===== config.mk =====
export PLATFORM = sky130hd
export DESIGN_NAME = time_set_ctrl_flat
export DESIGN_NICKNAME = d
export VERILOG_FILES = /design/src/rtl/time_set_ctrl_if.sv /design/src/rtl/time_set_ctrl.sv /design/src/flat_wrapper.sv
export SDC_FILE = /design/constraint.sdc
export NUM_CORES = 1
export LEC_CHECK = 0
export CAP_MARGIN = 10
export CORE_AREA = 2 2 95 51
export DETAILED_ROUTE_END_ITERATION = 6
export DIE_AREA = 0 0 97 53
export PLACE_DENSITY = 0.84
export SYNTH_ARGS = -nofsm -noshare
export SYNTH_HDL_FRONTEND = slang
export SYNTH_SLANG_ARGS = --single-unit
export TNS_END_PERCENT = 100

===== constraint.sdc =====
create_clock -name clk -period 6.8 [get_ports clk]
set_input_delay 1.36 -clock clk [delete_from_list [all_inputs] [get_ports clk]]
set_output_delay 1.36 -clock clk [all_outputs]
set_load 0.05 [all_outputs]

===== src/rtl/time_set_ctrl_if.sv =====
// Front-panel bus for time_set_ctrl: key pulses, live time and edit outputs.
// The panel/test side uses the master modport; the controller uses slave.
interface time_set_ctrl_if;
    logic       tick_1hz;
    logic       key_mode;
    logic       key_sel;
    logic       key_inc;
    logic       key_dec;
    logic [6:0] cur_less;
    logic [6:0] cur_middle;
    logic [6:0] cur_big;
    logic       set_clock;
    logic       set_ala;
    logic       set_cla;
    logic [6:0] Less;
    logic [6:0] Middle;
    logic [6:0] Big;
    logic [1:0] field;
    logic       blink;

    modport master (
        output tick_1hz, key_mode, key_sel, key_inc, key_dec,
        output cur_less, cur_middle, cur_big,
        input  set_clock, set_ala, set_cla, Less, Middle, Big, field, blink
    );

    modport slave (
        input  tick_1hz, key_mode, key_sel, key_inc, key_dec,
        input  cur_less, cur_middle, cur_big,
        output set_clock, set_ala, set_cla, Less, Middle, Big, field, blink
    );
endinterface


===== src/rtl/time_set_ctrl.sv =====
// Front-panel setting controller: walks IDLE -> CLOCK -> ALARM -> CLA -> IDLE,
// moves a field cursor and edits sec/min/hour values with modulo wrap.
// Drops back to IDLE after TIMEOUT_S quiet seconds.
// Optional macro TIME_SET_BLINK_EN adds a 1 Hz blink toggle for the edited field.
module time_set_ctrl #(
    parameter int TIMEOUT_S = 10,
    parameter int HOUR_MAX  = 23
) (
    input  logic           clk,
    input  logic           rst_n,
    time_set_ctrl_if.slave bus
);

    typedef enum logic [1:0] {S_IDLE, S_CLOCK, S_ALARM, S_CLA} state_t;

    localparam logic [6:0] SEC_MAX = 7'd59;
    localparam logic [6:0] BIG_MAX = 7'(HOUR_MAX);
    localparam logic [5:0] TO_LAST = 6'(TIMEOUT_S - 1);

    state_t     state;
    logic [5:0] idle_cnt;
    logic [6:0] less_q;
    logic [6:0] middle_q;
    logic [6:0] big_q;
    logic [1:0] field_q;
    logic       set_clock_q;
    logic       set_ala_q;
    logic       set_cla_q;

    logic       any_key;
    logic       in_edit;
    logic       expire;
    logic [6:0] sel_val;
    logic [6:0] sel_max;
    logic [6:0] new_val;

    function automatic logic [6:0] wrap_inc(input logic [6:0] v, input logic [6:0] max);
        return (v >= max) ? 7'd0 : v + 7'd1;
    endfunction

    function automatic logic [6:0] wrap_dec(input logic [6:0] v, input logic [6:0] max);
        return (v == 7'd0) ? max : v - 7'd1;
    endfunction

    assign any_key = bus.key_mode | bus.key_sel | bus.key_inc | bus.key_dec;
    assign in_edit = (state != S_IDLE);
    // A coincident key cancels the expiring tick, hence !any_key here.
    assign expire  = in_edit && bus.tick_1hz && !any_key && (idle_cnt == TO_LAST);

    // Pick the value and range of the field under the cursor and form its edited value.
    always_comb begin
        sel_val = big_q;
        sel_max = BIG_MAX;
        case (field_q)
            2'd0:    begin sel_val = less_q;   sel_max = SEC_MAX; end
            2'd1:    begin sel_val = middle_q; sel_max = SEC_MAX; end
            default: begin sel_val = big_q;    sel_max = BIG_MAX; end
        endcase
        new_val = bus.key_inc ? wrap_inc(sel_val, sel_max) : wrap_dec(sel_val, sel_max);
    end

    // Mode FSM with registered select levels, edit values, cursor and inactivity counter.
    always_ff @(posedge clk) begin
        if (!rst_n) begin
            state       <= S_IDLE;
            idle_cnt    <= 6'd0;
            less_q      <= 7'd0;
            middle_q    <= 7'd0;
            big_q       <= 7'd0;
            field_q     <= 2'd0;
            set_clock_q <= 1'b0;
            set_ala_q   <= 1'b0;
            set_cla_q   <= 1'b0;
        end else if (bus.key_mode) begin
            field_q  <= 2'd0;
            idle_cnt <= 6'd0;
            case (state)
                S_IDLE: begin
                    state <= S_CLOCK;
                    {set_clock_q, set_ala_q, set_cla_q} <= 3'b100;
                    less_q   <= bus.cur_less;
                    middle_q <= bus.cur_middle;
                    big_q    <= bus.cur_big;
                end
                S_CLOCK: begin
                    state <= S_ALARM;
                    {set_clock_q, set_ala_q, set_cla_q} <= 3'b010;
                    less_q   <= 7'd0;
                    middle_q <= 7'd0;
                    big_q    <= 7'd0;
                end
                S_ALARM: begin
                    state <= S_CLA;
                    {set_clock_q, set_ala_q, set_cla_q} <= 3'b001;
                    less_q   <= 7'd0;
                    middle_q <= 7'd0;
                    big_q    <= 7'd0;
                end
                default: begin
                    state <= S_IDLE;
                    {set_clock_q, set_ala_q, set_cla_q} <= 3'b000;
                end
            endcase
        end else if (in_edit) begin
            if (any_key) begin
                idle_cnt <= 6'd0;
                if (bus.key_sel) begin
                    field_q <= (field_q == 2'd2) ? 2'd0 : field_q + 2'd1;
                end else begin
                    case (field_q)
                        2'd0:    less_q   <= new_val;
                        2'd1:    middle_q <= new_val;
                        default: big_q    <= new_val;
                    endcase
                end
            end else if (expire) begin
                state    <= S_IDLE;
                {set_clock_q, set_ala_q, set_cla_q} <= 3'b000;
                field_q  <= 2'd0;
                idle_cnt <= 6'd0;
            end else if (bus.tick_1hz) begin
                idle_cnt <= idle_cnt + 6'd1;
            end
        end
    end

    assign bus.set_clock = set_clock_q;
    assign bus.set_ala   = set_ala_q;
    assign bus.set_cla   = set_cla_q;
    assign bus.Less      = less_q;
    assign bus.Middle    = middle_q;
    assign bus.Big       = big_q;
    assign bus.field     = field_q;

`ifdef TIME_SET_BLINK_EN
    logic toggle_q;

    // Blink toggles each second while editing; any key or leaving edit forces it visible.
    always_ff @(posedge clk) begin
        if (!rst_n) begin
            toggle_q <= 1'b0;
        end else if (any_key || !in_edit || expire) begin
            toggle_q <= 1'b0;
        end else if (bus.tick_1hz) begin
            toggle_q <= ~toggle_q;
        end
    end

    assign bus.blink = toggle_q;
`else
    assign bus.blink = 1'b0;
`endif

endmodule


===== src/flat_wrapper.sv =====
// flat-port wrapper written by rule: the top's interface ports become plain ports
module time_set_ctrl_flat 
#(
    parameter int TIMEOUT_S = 10,
    parameter int HOUR_MAX  = 23
)
  (clk, rst_n, bus_tick_1hz, bus_key_mode, bus_key_sel, bus_key_inc, bus_key_dec, bus_cur_less, bus_cur_middle, bus_cur_big, bus_set_clock, bus_set_ala, bus_set_cla, bus_Less, bus_Middle, bus_Big, bus_field, bus_blink);
  time_set_ctrl_if bus_i ();
  input  logic clk;
  input  logic rst_n;
  input wire logic [$bits(bus_i.tick_1hz)-1:0] bus_tick_1hz;
  input wire logic [$bits(bus_i.key_mode)-1:0] bus_key_mode;
  input wire logic [$bits(bus_i.key_sel)-1:0] bus_key_sel;
  input wire logic [$bits(bus_i.key_inc)-1:0] bus_key_inc;
  input wire logic [$bits(bus_i.key_dec)-1:0] bus_key_dec;
  input wire logic [$bits(bus_i.cur_less)-1:0] bus_cur_less;
  input wire logic [$bits(bus_i.cur_middle)-1:0] bus_cur_middle;
  input wire logic [$bits(bus_i.cur_big)-1:0] bus_cur_big;
  output wire logic [$bits(bus_i.set_clock)-1:0] bus_set_clock;
  output wire logic [$bits(bus_i.set_ala)-1:0] bus_set_ala;
  output wire logic [$bits(bus_i.set_cla)-1:0] bus_set_cla;
  output wire logic [$bits(bus_i.Less)-1:0] bus_Less;
  output wire logic [$bits(bus_i.Middle)-1:0] bus_Middle;
  output wire logic [$bits(bus_i.Big)-1:0] bus_Big;
  output wire logic [$bits(bus_i.field)-1:0] bus_field;
  output wire logic [$bits(bus_i.blink)-1:0] bus_blink;
  assign bus_i.tick_1hz = bus_tick_1hz;
  assign bus_i.key_mode = bus_key_mode;
  assign bus_i.key_sel = bus_key_sel;
  assign bus_i.key_inc = bus_key_inc;
  assign bus_i.key_dec = bus_key_dec;
  assign bus_i.cur_less = bus_cur_less;
  assign bus_i.cur_middle = bus_cur_middle;
  assign bus_i.cur_big = bus_cur_big;
  assign bus_set_clock = bus_i.set_clock;
  assign bus_set_ala = bus_i.set_ala;
  assign bus_set_cla = bus_i.set_cla;
  assign bus_Less = bus_i.Less;
  assign bus_Middle = bus_i.Middle;
  assign bus_Big = bus_i.Big;
  assign bus_field = bus_i.field;
  assign bus_blink = bus_i.blink;
  time_set_ctrl #(.TIMEOUT_S(TIMEOUT_S), .HOUR_MAX(HOUR_MAX)) u_core (.clk(clk), .rst_n(rst_n), .bus(bus_i));
endmodule

==> results by stage, run 1 <==
Outcome:
- The run finished with clean final reports.

Critical path:
- The number of buffers and inverters on the critical path is 2.
- In this design, the stage delay of the slowest critical-path cell is 0.89 ns.
- The worst register-to-register path has a depth of 11.
- Traced cell by cell, the critical path runs through clkdlybuf4s50_1 > clkinv_1 > a22oi_1 > nor2b_1 > o221ai_1 > a31oi_1.
- STA classifies the critical path startpoint as an input pin.
- The family with the most delay on the worst path is buffers and inverters.
- At the worst endpoint, the arrival time is 4.29 ns.
- STA classifies the critical path endpoint as a flop.
- The worst register-to-register path begins at u_core.bus.field[1]$_SDFFE_PP0P_.
- In this run the worst path has a maximum fanout of 20.
- In this run the critical register-to-register path is captured at u_core.bus.Middle[3]$_SDFFE_PN0P_.
- By startpoint and endpoint, the worst setup path is classified as in -> reg.
- The cell with the largest stage delay on the worst path is sky130_fd_sc_hd__clkdlybuf4s50_1.
- The reg-to-reg setup timing slack is 3.52 ns.
- At the worst endpoint, the required time is 7.02 ns.

Logic synthesis:
- The register bit count reported by yosys is 34.
- Of the post-synthesis cell area, the dominant cell type holds 30.1%.
- The distinct cell type count after synthesis is 52.
- The sequential cell area fraction in the yosys report is 30.1%.
- The mapped netlist covers 2260 µm².
- The net count after synthesis is 315.
- The post-synthesis average cell area is 8.07 µm².
- The Yosys step of the flow raised 0 warnings.
- In the post-synthesis netlist, the biggest area contributors are sky130_fd_sc_hd__dfxtp_1, sky130_fd_sc_hd__a31oi_1, sky130_fd_sc_hd__a21oi_1.
- Synthesis produced 280 cells.
- The cell type with the highest aggregate area in the netlist is sky130_fd_sc_hd__dfxtp_1.

Timing:
- The max-slew violation count came to 0.
- Setup repair after global routing left no endpoint under its margin.
- The worst setup skew after layout is 0.00706 ns.
- The hold violation total from the final report came to 0.
- In this run the tightest slew margin relative to its limit is 37.8%.
- The final critical delay including setup and external delays is 4.07 ns.
- After routing, the total negative slack on setup checks comes to 0 ns.
- Derived from the worst setup path, the maximum achievable clock frequency is 0.246 GHz.
- The fraction of the cycle the final worst path needs is 59.8%.
- The final setup violation count is 0.
- At the pin with the least slew margin, the transition time is 0.924 ns.

Detailed routing:
- Summed over all layers, the routed wires come to 6420 µm.
- In the final routed layout, each cell accounts on average for 16.8 µm.
- Detailed routing inserted a total of 2289 vias.
- In this run the remaining antenna-violating nets after routing total 0.
- The length of the first detailed-routing pass in iterations is 5.
- After detailed routing, the number of remaining DRC violations is 0.
- In the routed layout, each cell is associated on average with a via count of 5.98.
- The number of design-rule violations left by the first detailed-router iteration is 223.

Global route:
- Entering global routing, the biggest net connects 28 pins.
- The aggregate global routing overflow is 0.
- The first global-routing pass estimated 10300 µm of wire.
- In the global route stage, overall resource usage came out at 25.8%.
- The number of global-route vias before repair came to 2026.
- The initial antenna violation count is 0.

Flow run:
- Across the run, the number of max-cap violations was 0.

Die:
- The effective utilization at floorplan is 52.8%.
- The die covers 5140 µm².
- The chip height is 53 µm.
- In this run the standard cell core region covers 4280 µm².
- The number of placement rows is 17.
- The floorplan step set the die width to 97 µm.
- For this design the top-level I/O count stands at 55.

Hold path:
- The worst hold path begins at u_core.idle_cnt[5]$_SDFFE_PP0P_.
- The class of the tightest hold or removal check is reg -> reg.
- The worst hold path depth is 2.
- The hold-critical path endpoint is u_core.idle_cnt[5]$_SDFFE_PP0P_.

Clock network:
- Post-CTS repair changed the size of 0 cells.
- The number of H-tree levels is 2.
- The tree built by TritonCTS fans out to 34 sinks.
- In this run, CTS created clock tree buffers numbering 5.
- The TritonCTS clock tree is done.
- The cts-stage hold buffer count is 0.
- The clock tree root buffer cell is sky130_fd_sc_hd__clkbuf_8.
- The register clock-pin slew on the reported worst setup and hold paths is 0.07 ns.
- The clock passes through at most 2 buffers.
- The buffers inserted during post-CTS setup optimization is 0.
- The clock reaches the later pin of the worst-skew pair after 0.29 ns.

Final layout:
- Compared with the post-synthesis result, the final layout area differs by 26.5%.
- Of the cells placed in the final design, the portion with a size suffix greater than 1 is 7.98%.
- The layout has 386 filler cells.
- The antenna cell count is 0.
- For this run, the post-layout net count is 360.

Power:
- The leakage power total is 1.03 nW.
- The worst vdd rail ir drop is 0.105 mV.
- The power after layout is 0.000627 W.
- The power density of the placed cells is 220 nW/µm².

Place:
- The number of port buffers is 53.
- After legalization and detailed placement, the total HPWL measured 4680 µm.
- The final weighted congestion in routability-driven placement is 0.867.
==> routing by layer <==
layer | GRT usage (%) | vias up | part of all wire (%)
met5 | 0 | - | 0
met4 | 6.34 | 0 | 0.79
met2 | 37.0 | 121 | 39
met1 | 38.2 | 1059 | 52
met3 | 6.47 | 7 | 8.8
li1 | - | 1102 | -
==> area by class of cell <==
| type | instances | area, µm² | area share, % |
|---|---|---|---|
| sequential | 34 | 681 | 23.8 |
| tap | 57 | 71.3 | 2.50 |
| inverter | 13 | 48.8 | 1.71 |
| multi-input combinational | 216 | 1420 | 49.7 |
| clock buffer | 7 | 86.3 | 3.02 |
| timing repair buffer | 55 | 546 | 19.1 |
| clock inverter | 1 | 5.00 | 0.175 |
==> worst min-delay path, stage by stage (launching register included) <==
cell and delay (ns):
sky130_fd_sc_hd__dfxtp_1 0.32, sky130_fd_sc_hd__o21ai_0 0.07, sky130_fd_sc_hd__a21oi_1 0.06
==> cell usage in the layout (no fill, tap or decap), types with 2 or more instances in the layout <==
cell type and count:
sky130_fd_sc_hd__xor2_1 2, sky130_fd_sc_hd__mux2_4 4, sky130_fd_sc_hd__inv_1 12, sky130_fd_sc_hd__or3_1 3, sky130_fd_sc_hd__nand2_1 27, sky130_fd_sc_hd__xnor2_1 5
sky130_fd_sc_hd__nand3_1 8, sky130_fd_sc_hd__dfxtp_1 34, sky130_fd_sc_hd__a22oi_1 2, sky130_fd_sc_hd__nor2b_1 9, sky130_fd_sc_hd__ha_1 7, sky130_fd_sc_hd__mux2i_4 4
sky130_fd_sc_hd__o22ai_1 2, sky130_fd_sc_hd__o221ai_1 3, sky130_fd_sc_hd__and3_1 2, sky130_fd_sc_hd__a31oi_1 21, sky130_fd_sc_hd__mux2i_1 3, sky130_fd_sc_hd__nand3b_1 2
sky130_fd_sc_hd__o31a_1 3, sky130_fd_sc_hd__o21ai_0 24, sky130_fd_sc_hd__buf_4 2, sky130_fd_sc_hd__nor3b_1 6, sky130_fd_sc_hd__clkdlybuf4s50_1 53, sky130_fd_sc_hd__nor2_1 19
sky130_fd_sc_hd__a21oi_1 25, sky130_fd_sc_hd__nor3_1 5, sky130_fd_sc_hd__clkbuf_8 6, sky130_fd_sc_hd__o211ai_1 5, sky130_fd_sc_hd__nand2b_1 3, sky130_fd_sc_hd__o21a_1 3
sky130_fd_sc_hd__nor4_1 3
==> state kept, by name, summed over array words and instances, names as in the netlist <==
signal	count
u_core.idle_cnt	6
u_core.bus.Big	7
u_core.bus.set_cla	1
u_core.bus.Middle	7
u_core.bus.set_ala	1
u_core.bus.Less	7
u_core.state	2
u_core.bus.field	2
u_core.bus.set_clock	1
==> per-stage QoR <==
stage / setup slack, ns / hold WS [ns] / util [%] / cells / cell area, µm²
floorplan: 3.89 / 0.459 / - / 280 / 2260
global placement: 2.63 / 0.476 / 64.7 / 375 / 2770
detailed placement: 2.49 / 0.488 / 64.7 / 375 / 2770
CTS: 2.79 / 0.501 / 66.8 / 383 / 2860
global route: 2.43 / 0.538 / 66.8 / 383 / 2860
finish: 2.73 / 0.501 / 66.8 / 383 / 2860
==> synth_stat cells (all sizes together) <==
library cell  instances
and2                  1
o21ai                25
nand3b                2
o211ai                5
dfxtp                34
ha                    7
nand4                 1
o22a                  1
nand3                 8
clkbuf               10
clkinv                1
nor4                  4
inv                  12
nor2                 19
o221ai                3
mux2                  5
and2b                 1
a21o                  1
nor3b                 6
o31a                  3
mux2i                 7
o22ai                 2
a21boi                2
or3                   3
conb                  1
nand2                28
a211oi                1
a21oi                25
a31oi                22
or2b                  1
and3                  2
nor4b                 1
nand2b                3
xnor2                 5
nor3                  5
buf                   7
nor2b                 9
o21a                  3
a22oi                 2
xor2                  2
==> logic make-up after synthesis <==
| logic type | count (synthesis) | synth area share [%] |
|---|---|---|
| AOI/OAI and AO/OA | 95 | 25.5 |
| and+or+nand+nor | 94 | 22.0 |
| DFF | 34 | 30.1 |
| buffers and inverters | 30 | 7.04 |
| muxes | 12 | 8.48 |
| adders and majority gates | 7 | 3.88 |
| xor gates and xnor gates | 7 | 2.71 |
| other | 1 | 0.166 |
==> how the worst max path moves through the flow <==
stage	from	to	slack, ns	cells past startpoint
global route	bus_key_mode	u_core.bus.Middle[2]$_SDFFE_PN0P_	2.43	6
floorplan	u_core.bus.field[0]$_SDFFE_PP0P_	u_core.bus.Less[3]$_SDFFE_PN0P_	3.89	13
CTS	bus_key_mode	u_core.bus.Middle[3]$_SDFFE_PN0P_	2.79	6
global placement	bus_key_mode	u_core.bus.Middle[5]$_SDFFE_PN0P_	2.63	6
detailed placement	bus_key_mode	u_core.bus.Middle[5]$_SDFFE_PN0P_	2.49	6
finish	bus_key_mode	u_core.bus.Middle[5]$_SDFFE_PN0P_	2.73	6
==> power by group <==
part	switching [W]	internal [W]	total [W]
registers	0.0000164	0.000214	0.000231
logic	0.000146	0.0000934	0.000240
clock network	0.0000749	0.0000817	0.000157
Note: power is estimated with default switching activity, not from simulation.
==> run 2, diff against run 1 <==
- CORE_AREA: 2 2 95 51 -> 2 2 99 53
- DIE_AREA: 0 0 97 53 -> 0 0 101 55
- PLACE_DENSITY: 0.84 -> 0.79
- clock period: 6.8 -> 4.2 ns (I/O delays scaled with it)
==> run 2 against run 1 <==
Sequential share of layout area decreased by 0.69 points. Critical path type is now reg -> reg. Combinational power is 64% higher. Hold slack worse by 0.0016 ns. Global-route usage is 0.26 points lower. Routed wire length grew 4.6%. Via count rose by 1.4%. Power rose by 82%. Cell count grew 1.8%. Die area is 8.1% higher. Clock skew is 0.0021 ns lower. Clock-buffer cell count is 1 lower. Largest power group unchanged. Critical path depth increased by 5. Largest cell class unchanged.
==> results by stage, run 2 (synthesis gave the netlist of run 1 again) <==
Clock network:
- The insertion delay to the later sink of the worst-skew pair is 0.29 ns (about the same).
- The cts-stage hold buffer count was 0 (unchanged).
- The number of sinks handled by clock tree synthesis is 34 (unchanged).
- The number of gates given a new drive strength after cts is 0 (unchanged).
- The register clock-pin slew on the reported worst setup and hold paths is 0.07 ns (about the same).
- The number of buffers added by the clock tree synthesis step is 5 (unchanged).
- The root buffer cell chosen for the clock tree is sky130_fd_sc_hd__clkbuf_8.
- The number of H-tree levels is 2 (unchanged).
- The number of buffers on the longest clock path is 2 (unchanged).
- The buffers inserted during post-CTS setup optimization is 0 (unchanged).
- TritonCTS built the clock tree.

Timing:
- The final setup violation count is 0 (unchanged).
- The accumulated negative setup slack is 0 ns (unchanged).
- The final worst setup slack is 0.872 ns (-1.86 ns).
- The worst setup skew after layout is 0.00493 ns (-0.00213 ns).
- The hold violation total from the final report is 0 (unchanged).
- The headroom to the max-slew limit is 39.1% (+1.3 points).
- The max-slew violation count is 0 (unchanged).
- The fraction of the cycle the final worst path needs is 79.2%.
- The fmax is 0.301 GHz.
- Setup repair after global routing left no endpoint under its margin.
- After layout, the minimum clock period comes to 3.33 ns.
- The slew at the pin closest to its max-slew limit came to 0.910 ns (-0.0142 ns).

Die:
- The area of the core is 4730 µm² (+11%).
- The number of placement rows is 18 (+1).
- The overall die area is 5560 µm² (+8.1%).
- The effective utilization at floorplan came to 47.8% (-5.1 points).
- The die span in x is 101 µm (+4.1%).
- The number of top-level design ports came to 55 (unchanged).
- The chip height is 55 µm (+3.8%).

Critical path:
- Walking the worst path, the cells encountered are inv_1 > mux2i_4 > inv_1 > ha_1 > o21a_1 > a21oi_1 > o211ai_1 > a21o_1 > nand3b_1 > o21a_1 > a31oi_1.
- The count of cell instances traversed by the critical path came to 11 (+5).
- STA classifies the critical path startpoint as a flop.
- The critical path is of the reg -> reg type.
- The maximum fanout along the worst path was 13 (-35%).
- The highest cell delay on the worst timing path was 0.62 ns (-0.27 ns).
- The capture point of the worst reg-to-reg path is u_core.bus.Middle[3]$_SDFFE_PN0P_.
- The startpoint identified for the worst register-to-register timing path is u_core.bus.field[1]$_SDFFE_PP0P_.
- Among all stages on the critical path, the largest delay is contributed by sky130_fd_sc_hd__inv_1.
- The required time of the critical path is 4.41 ns (-2.61 ns).
- The count of cells along the worst register-to-register path came to 11 (unchanged).
- The element type at the critical path end is a flop.
- The family with the most delay on the worst path is compound AO/OA/AOI/OAI gates.
- The reg-to-reg setup timing slack is 0.87 ns (-2.65 ns).
- The arrival time reported for the critical path endpoint is 3.54 ns (-0.75 ns).
- The number of buffers and inverters on the critical path was 2 (unchanged).

Detailed routing:
- The number of antenna-violating nets in the routed design came to 0 (unchanged).
- The average via count per standard cell is 5.95 (-0.46%).
- The remaining routing DRC violations is 0 (unchanged).
- The wire length per cell after detailed routing is 17.2 µm (+2.7%).
- The length of the first detailed-routing pass in iterations came to 4 (-1).
- The vias after detailed routing is 2320 (+1.4%).
- The number of design-rule violations left by the first detailed-router iteration is 241 (+8.1%).
- The overall routed net length was 6720 µm (+4.6%).

Global route:
- The aggregate global routing overflow is 0 (unchanged).
- The first-pass GRT wire length is 10800 µm (+4.2%).
- The maximum number of pins on one net before global-route repair is 28 (unchanged).
- The initial antenna violation count is 0 (unchanged).
- The number of global-route vias before repair is 2143 (+5.8%).
- The all-layer global routing usage is 25.5% (-0.26 points).

Final layout:
- The filler cell count in the final layout came to 426 (+10%).
- In the layout the commonest cells are sky130_fd_sc_hd__clkdlybuf4s50_1, sky130_fd_sc_hd__dfxtp_1, sky130_fd_sc_hd__nand2_1.
- The ratio of cells with drive above 1 in the final layout is 9.39% (+1.4 points).
- The antenna cell count was 0 (unchanged).
- The leading cell type in the layout, fill and taps excluded is sky130_fd_sc_hd__clkdlybuf4s50_1.
- The growth of design area from synthesis to finish is 30.2%.
- The net count of the finished layout is 364 (+1.1%).

Place:
- The post-placement setup slack is 0.981 ns (-1.51 ns).
- The placed wire-length estimate after detailed placement is 4980 µm (+6.3%).
- The final weighted congestion in routability-driven placement is 0.873 (+0.73%).
- The number of port buffers is 53 (unchanged).

Hold path:
- The hold-critical path endpoint is u_core.idle_cnt[5]$_SDFFE_PP0P_.
- The class of the tightest hold or removal check is reg -> reg.
- In this run the most critical hold path is launched from u_core.idle_cnt[5]$_SDFFE_PP0P_.
- The worst hold path depth is 2 (unchanged).

Outcome:
- The run finished with clean final reports.

Power:
- The power density of the placed cells was 389 nW/µm² (+77%).
- The worst vdd rail ir drop is 0.205 mV (+96%).
- The leakage power total came to 1.07 nW (+4.3%).

Flow run:
- The number of maximum-capacitance constraint violations is 0 (unchanged).
## run 2: cell count changes in the layout (fill, tap and decap cells not counted), sizes merged
cell / previous run / this run
buf: 2 / 6
clkbuf: 7 / 6
bufinv: 0 / 2
clkinv: 2 / 1
## run 2: power breakdown
group          switching (W)  total (W)  internal (W)  leakage (nW)
registers          0.0000260   0.000373      0.000347         0.279
clock network       0.000124   0.000377      0.000253        0.0714
logic               0.000239   0.000393      0.000153         0.722
total               0.000389    0.00114      0.000754          1.07
## run 2: tightest hold or removal path, delay by kind of cell, from the launching register on
family / cells / cell delay [ns]
DFF: 1 / 0.33
AOI/OAI and AO/OA: 2 / 0.13
## run 2: cell type report
| class | instances | area [µm²] | area share [%] |
|---|---|---|---|
| Multi-Input combinational cell | 216 | 1420 | 48.2 |
| Sequential cell | 34 | 681 | 23.1 |
| Timing Repair Buffer | 59 | 576 | 19.6 |
| Clock buffer | 6 | 82.6 | 2.81 |
| Tap cell | 60 | 75.1 | 2.55 |
| Clock inverter | 2 | 60.1 | 2.04 |
| Inverter | 13 | 48.8 | 1.66 |
## run 2: how the worst max path moves through the flow
stage / start / end
CTS: u_core.bus.field[1]$_SDFFE_PP0P_ / u_core.bus.Less[3]$_SDFFE_PN0P_
detailed placement: bus_key_mode / u_core.bus.Less[0]$_SDFFE_PN0P_
floorplan: u_core.bus.field[0]$_SDFFE_PP0P_ / u_core.bus.Less[3]$_SDFFE_PN0P_
global placement: u_core.bus.field[1]$_SDFFE_PP0P_ / u_core.bus.Less[3]$_SDFFE_PN0P_
global route: u_core.bus.field[1]$_SDFFE_PP0P_ / u_core.bus.Big[3]$_SDFFE_PN0P_
finish: u_core.bus.field[1]$_SDFFE_PP0P_ / u_core.bus.Middle[3]$_SDFFE_PN0P_
## run 2: layer usage
| layer | routed length [µm] | track usage [%] | share of wire [%] |
|---|---|---|---|
| met2 | 2660 | 39.7 | 40 |
| met1 | 3360 | 35.8 | 50 |
| met3 | 595 | 5.90 | 8.9 |
| met4 | 102 | 7.43 | 1.5 |
| met5 | 0 | 0 | 0 |
## run 2: per-stage QoR
step           utilization, %  cells  total power (W)  hold slack, ns  instance area [µm²]
2_1_floorplan               -    280         0.000641           0.459                 2260
5_1_grt                  62.2    390          0.00119           0.569                 2940
6_report                 62.2    390          0.00114           0.500                 2940
3_3_place_gp             59.2    382         0.000757           0.475                 2800
3_5_place_dp             59.2    382         0.000764           0.492                 2800
4_1_cts                  62.2    390          0.00114           0.502                 2940
==> run 3, diff against run 2 <==
- clock period: 4.2 -> 3.1 ns (I/O delays scaled with it)
==> run 3 against run 2 <==
Non-clock buffer count rose by 6. Sequential power is 35% higher. Largest cell class unchanged. Largest power group unchanged. Sequential share of layout area fell by 0.31 points. Flip-flop and latch count is the same. Clock power is 35% higher. Clock skew is 0.0032 ns higher.
==> results by stage, run 3 (synthesis gave the netlist of run 1 again) <==
Global route:
- The maximum number of pins on one net before global-route repair is 22 (-21%).
- The all-layer global routing usage is 26.9% (+1.4 points).
- The aggregate global routing overflow was 0 (unchanged).
- The number of global-route vias before repair is 2220 (+3.6%).
- The initial antenna violation count came to 0 (unchanged).
- The first-pass GRT wire length is 11300 µm (+4.7%).

Die:
- The number of top-level design ports is 55 (unchanged).
- The overall die area came to 5560 µm² (unchanged).
- The area of the core came to 4730 µm² (unchanged).
- The effective utilization at floorplan was 47.8% (unchanged).
- The number of placement rows is 18 (unchanged).
- The chip height was 55 µm (unchanged).
- The die span in x is 101 µm (unchanged).

Timing:
- The fmax is 0.366 GHz (+22%).
- The slew at the pin closest to its max-slew limit is 0.538 ns (-0.372 ns).
- Setup repair after global routing left no endpoint under its margin.
- The accumulated negative setup slack is 0 ns (unchanged).
- The hold violation total from the final report is 0 (unchanged).
- The final setup violation count is 0 (unchanged).
- The final worst setup slack came to 0.366 ns (-0.507 ns).
- The worst setup skew after layout is 0.00818 ns (+0.00324 ns).
- The fraction of the cycle the final worst path needs was 88.2% (+9.0 points).
- The final critical delay including setup and external delays is 2.73 ns (-0.593 ns).
- The max-slew violation count is 0 (unchanged).
- The headroom to the max-slew limit was 63.8% (+25 points).

Detailed routing:
- The number of design-rule violations left by the first detailed-router iteration is 203 (-16%).
- The detailed-routing wirelength on met1 is 3390 µm (+0.86%).
- The top layer reached by signal wires is met4.
- The wire length on met2 is 2620 µm (-1.3%).
- The length of the first detailed-routing pass in iterations is 5 (+1).
- The number of antenna-violating nets in the routed design is 0 (unchanged).
- The vias after detailed routing came to 2351 (+1.3%).
- The average via count per standard cell is 5.94 (-0.20%).
- The overall routed net length is 6700 µm (-0.19%).
- The wire length per cell after detailed routing is 16.9 µm (-1.7%).
- The routed wire length on met3 is 586 µm (-1.5%).
- The remaining routing DRC violations was 0 (unchanged).

Final layout:
- The filler cell count in the final layout is 415 (-2.6%).
- The antenna cell count is 0 (unchanged).
- From synthesis to final layout, the design area changed by 32.0%.
- Leaving out fill and tap cells, the most frequent cell in the layout is sky130_fd_sc_hd__clkdlybuf4s50_1.
- The net count of the finished layout is 370 (+1.6%).
- The multi-input gate area in the final layout is 1420 µm² (unchanged).
- The ratio of cells with drive above 1 in the final layout was 11.0% (+1.6 points).
- The register cell area after layout was 681 µm² (unchanged).
- The top cell types in the final layout, fill and taps aside, are sky130_fd_sc_hd__clkdlybuf4s50_1, sky130_fd_sc_hd__dfxtp_1, sky130_fd_sc_hd__nand2_1.

Critical path:
- The kind of start point of the critical path is a flop.
- The required time of the critical path was 3.33 ns (-1.08 ns).
- The element type at the critical path end is a flop.
- The maximum fanout along the worst path is 5 (-8).
- The arrival time reported for the critical path endpoint is 2.96 ns (-0.58 ns).
- The worst setup path is of the reg -> reg kind.

Clock network:
- The number of sinks handled by clock tree synthesis is 34 (unchanged).
- The number of H-tree levels is 2 (unchanged).
- TritonCTS built the clock tree.
- The number of gates given a new drive strength after cts is 0 (unchanged).
- The number of buffers added by the clock tree synthesis step is 5 (unchanged).
- The insertion delay to the later sink of the worst-skew pair is 0.30 ns (about the same).
- The cts-stage hold buffer count came to 0 (unchanged).
- The buffers inserted during post-CTS setup optimization is 0 (unchanged).
- The tree is rooted in a sky130_fd_sc_hd__clkbuf_8.
- The register clock-pin slew on the reported worst setup and hold paths is 0.08 ns (about the same).
- The number of buffers on the longest clock path is 2 (unchanged).

Outcome:
- The flow ran to the end, and the final reports show no timing, DRC or antenna violations.

Power:
- The worst vdd rail ir drop is 0.292 mV (+42%).
- The power density of the placed cells is 519 nW/µm² (+34%).
- The leakage power total came to 1.10 nW (+2.4%).
- The power after layout is 0.00155 W (+35%).

Place:
- The final weighted congestion in routability-driven placement came to 0.969 (+11%).
- The post-placement setup slack is 0.359 ns (-0.622 ns).
- The placed wire-length estimate after detailed placement is 5080 µm (+2.2%).
- The number of port buffers came to 53 (unchanged).

Flow run:
- The number of maximum-capacitance constraint violations was 0 (unchanged).

Hold path:
- The tightest min-delay check is of the reg -> reg type.
-- run 3: final cells by class --
type / count / share of cell area, %
repair buffers: 65 / 20.8
well taps: 60 / 2.52
inverters: 13 / 1.64
multi-input cells: 216 / 47.6
clock buffers: 5 / 2.31
clock inverters: 3 / 2.31
flip-flops and latches: 34 / 22.8
-- run 3: worst max-delay path, stage by stage, from the launching register on --
cell and delay, ns:
sky130_fd_sc_hd__dfxtp_1 0.43, sky130_fd_sc_hd__mux2_2 0.40, sky130_fd_sc_hd__mux2i_4 0.22, sky130_fd_sc_hd__inv_1 0.10, sky130_fd_sc_hd__ha_1 0.24, sky130_fd_sc_hd__o21a_1 0.18, sky130_fd_sc_hd__a21oi_1 0.16, sky130_fd_sc_hd__o211ai_1 0.10
sky130_fd_sc_hd__a21o_1 0.22, sky130_fd_sc_hd__nand3b_1 0.19, sky130_fd_sc_hd__o21a_1 0.25, sky130_fd_sc_hd__a31oi_1 0.16
-- run 3: path summary, 6_finish.rpt --
path         cells past startpoint                               to  slack [ns]                        startpoint
max reg2reg                     11  u_core.bus.Less[3]$_SDFFE_PN0P_        0.37  u_core.bus.field[0]$_SDFFE_PP0P_
min reg2reg                      2  u_core.idle_cnt[5]$_SDFFE_PP0P_        0.50   u_core.idle_cnt[5]$_SDFFE_PP0P_
min                              2  u_core.idle_cnt[5]$_SDFFE_PP0P_        0.50   u_core.idle_cnt[5]$_SDFFE_PP0P_
max                             11  u_core.bus.Less[3]$_SDFFE_PN0P_        0.37  u_core.bus.field[0]$_SDFFE_PP0P_
-- run 3: power breakdown --
| part | total (W) | switching (W) | leakage, nW | internal, W |
|---|---|---|---|---|
| clock network | 0.000510 | 0.000187 | 0.0683 | 0.000322 |
| logic | 0.000534 | 0.000323 | 0.751 | 0.000211 |
| registers | 0.000504 | 0.0000340 | 0.279 | 0.000470 |
| total | 0.00155 | 0.000544 | 1.10 | 0.00100 |
-- run 3: per-layer routing --
| metal | track usage [%] | vias up |
|---|---|---|
| met4 | 9.01 | 0 |
| met3 | 5.78 | 14 |
| met5 | 0 | - |
| li1 | - | 1120 |
| met2 | 39.2 | 133 |
| met1 | 39.4 | 1084 |
-- run 3: through the flow --
step	hold slack, ns	utilization [%]	area (µm²)	instances
floorplan	0.459	-	2260	280
finish	0.502	63.0	2980	396
CTS	0.503	63.0	2980	396
global route	0.547	63.0	2980	396
global placement	0.475	60.1	2840	388
detailed placement	0.489	60.1	2840	388
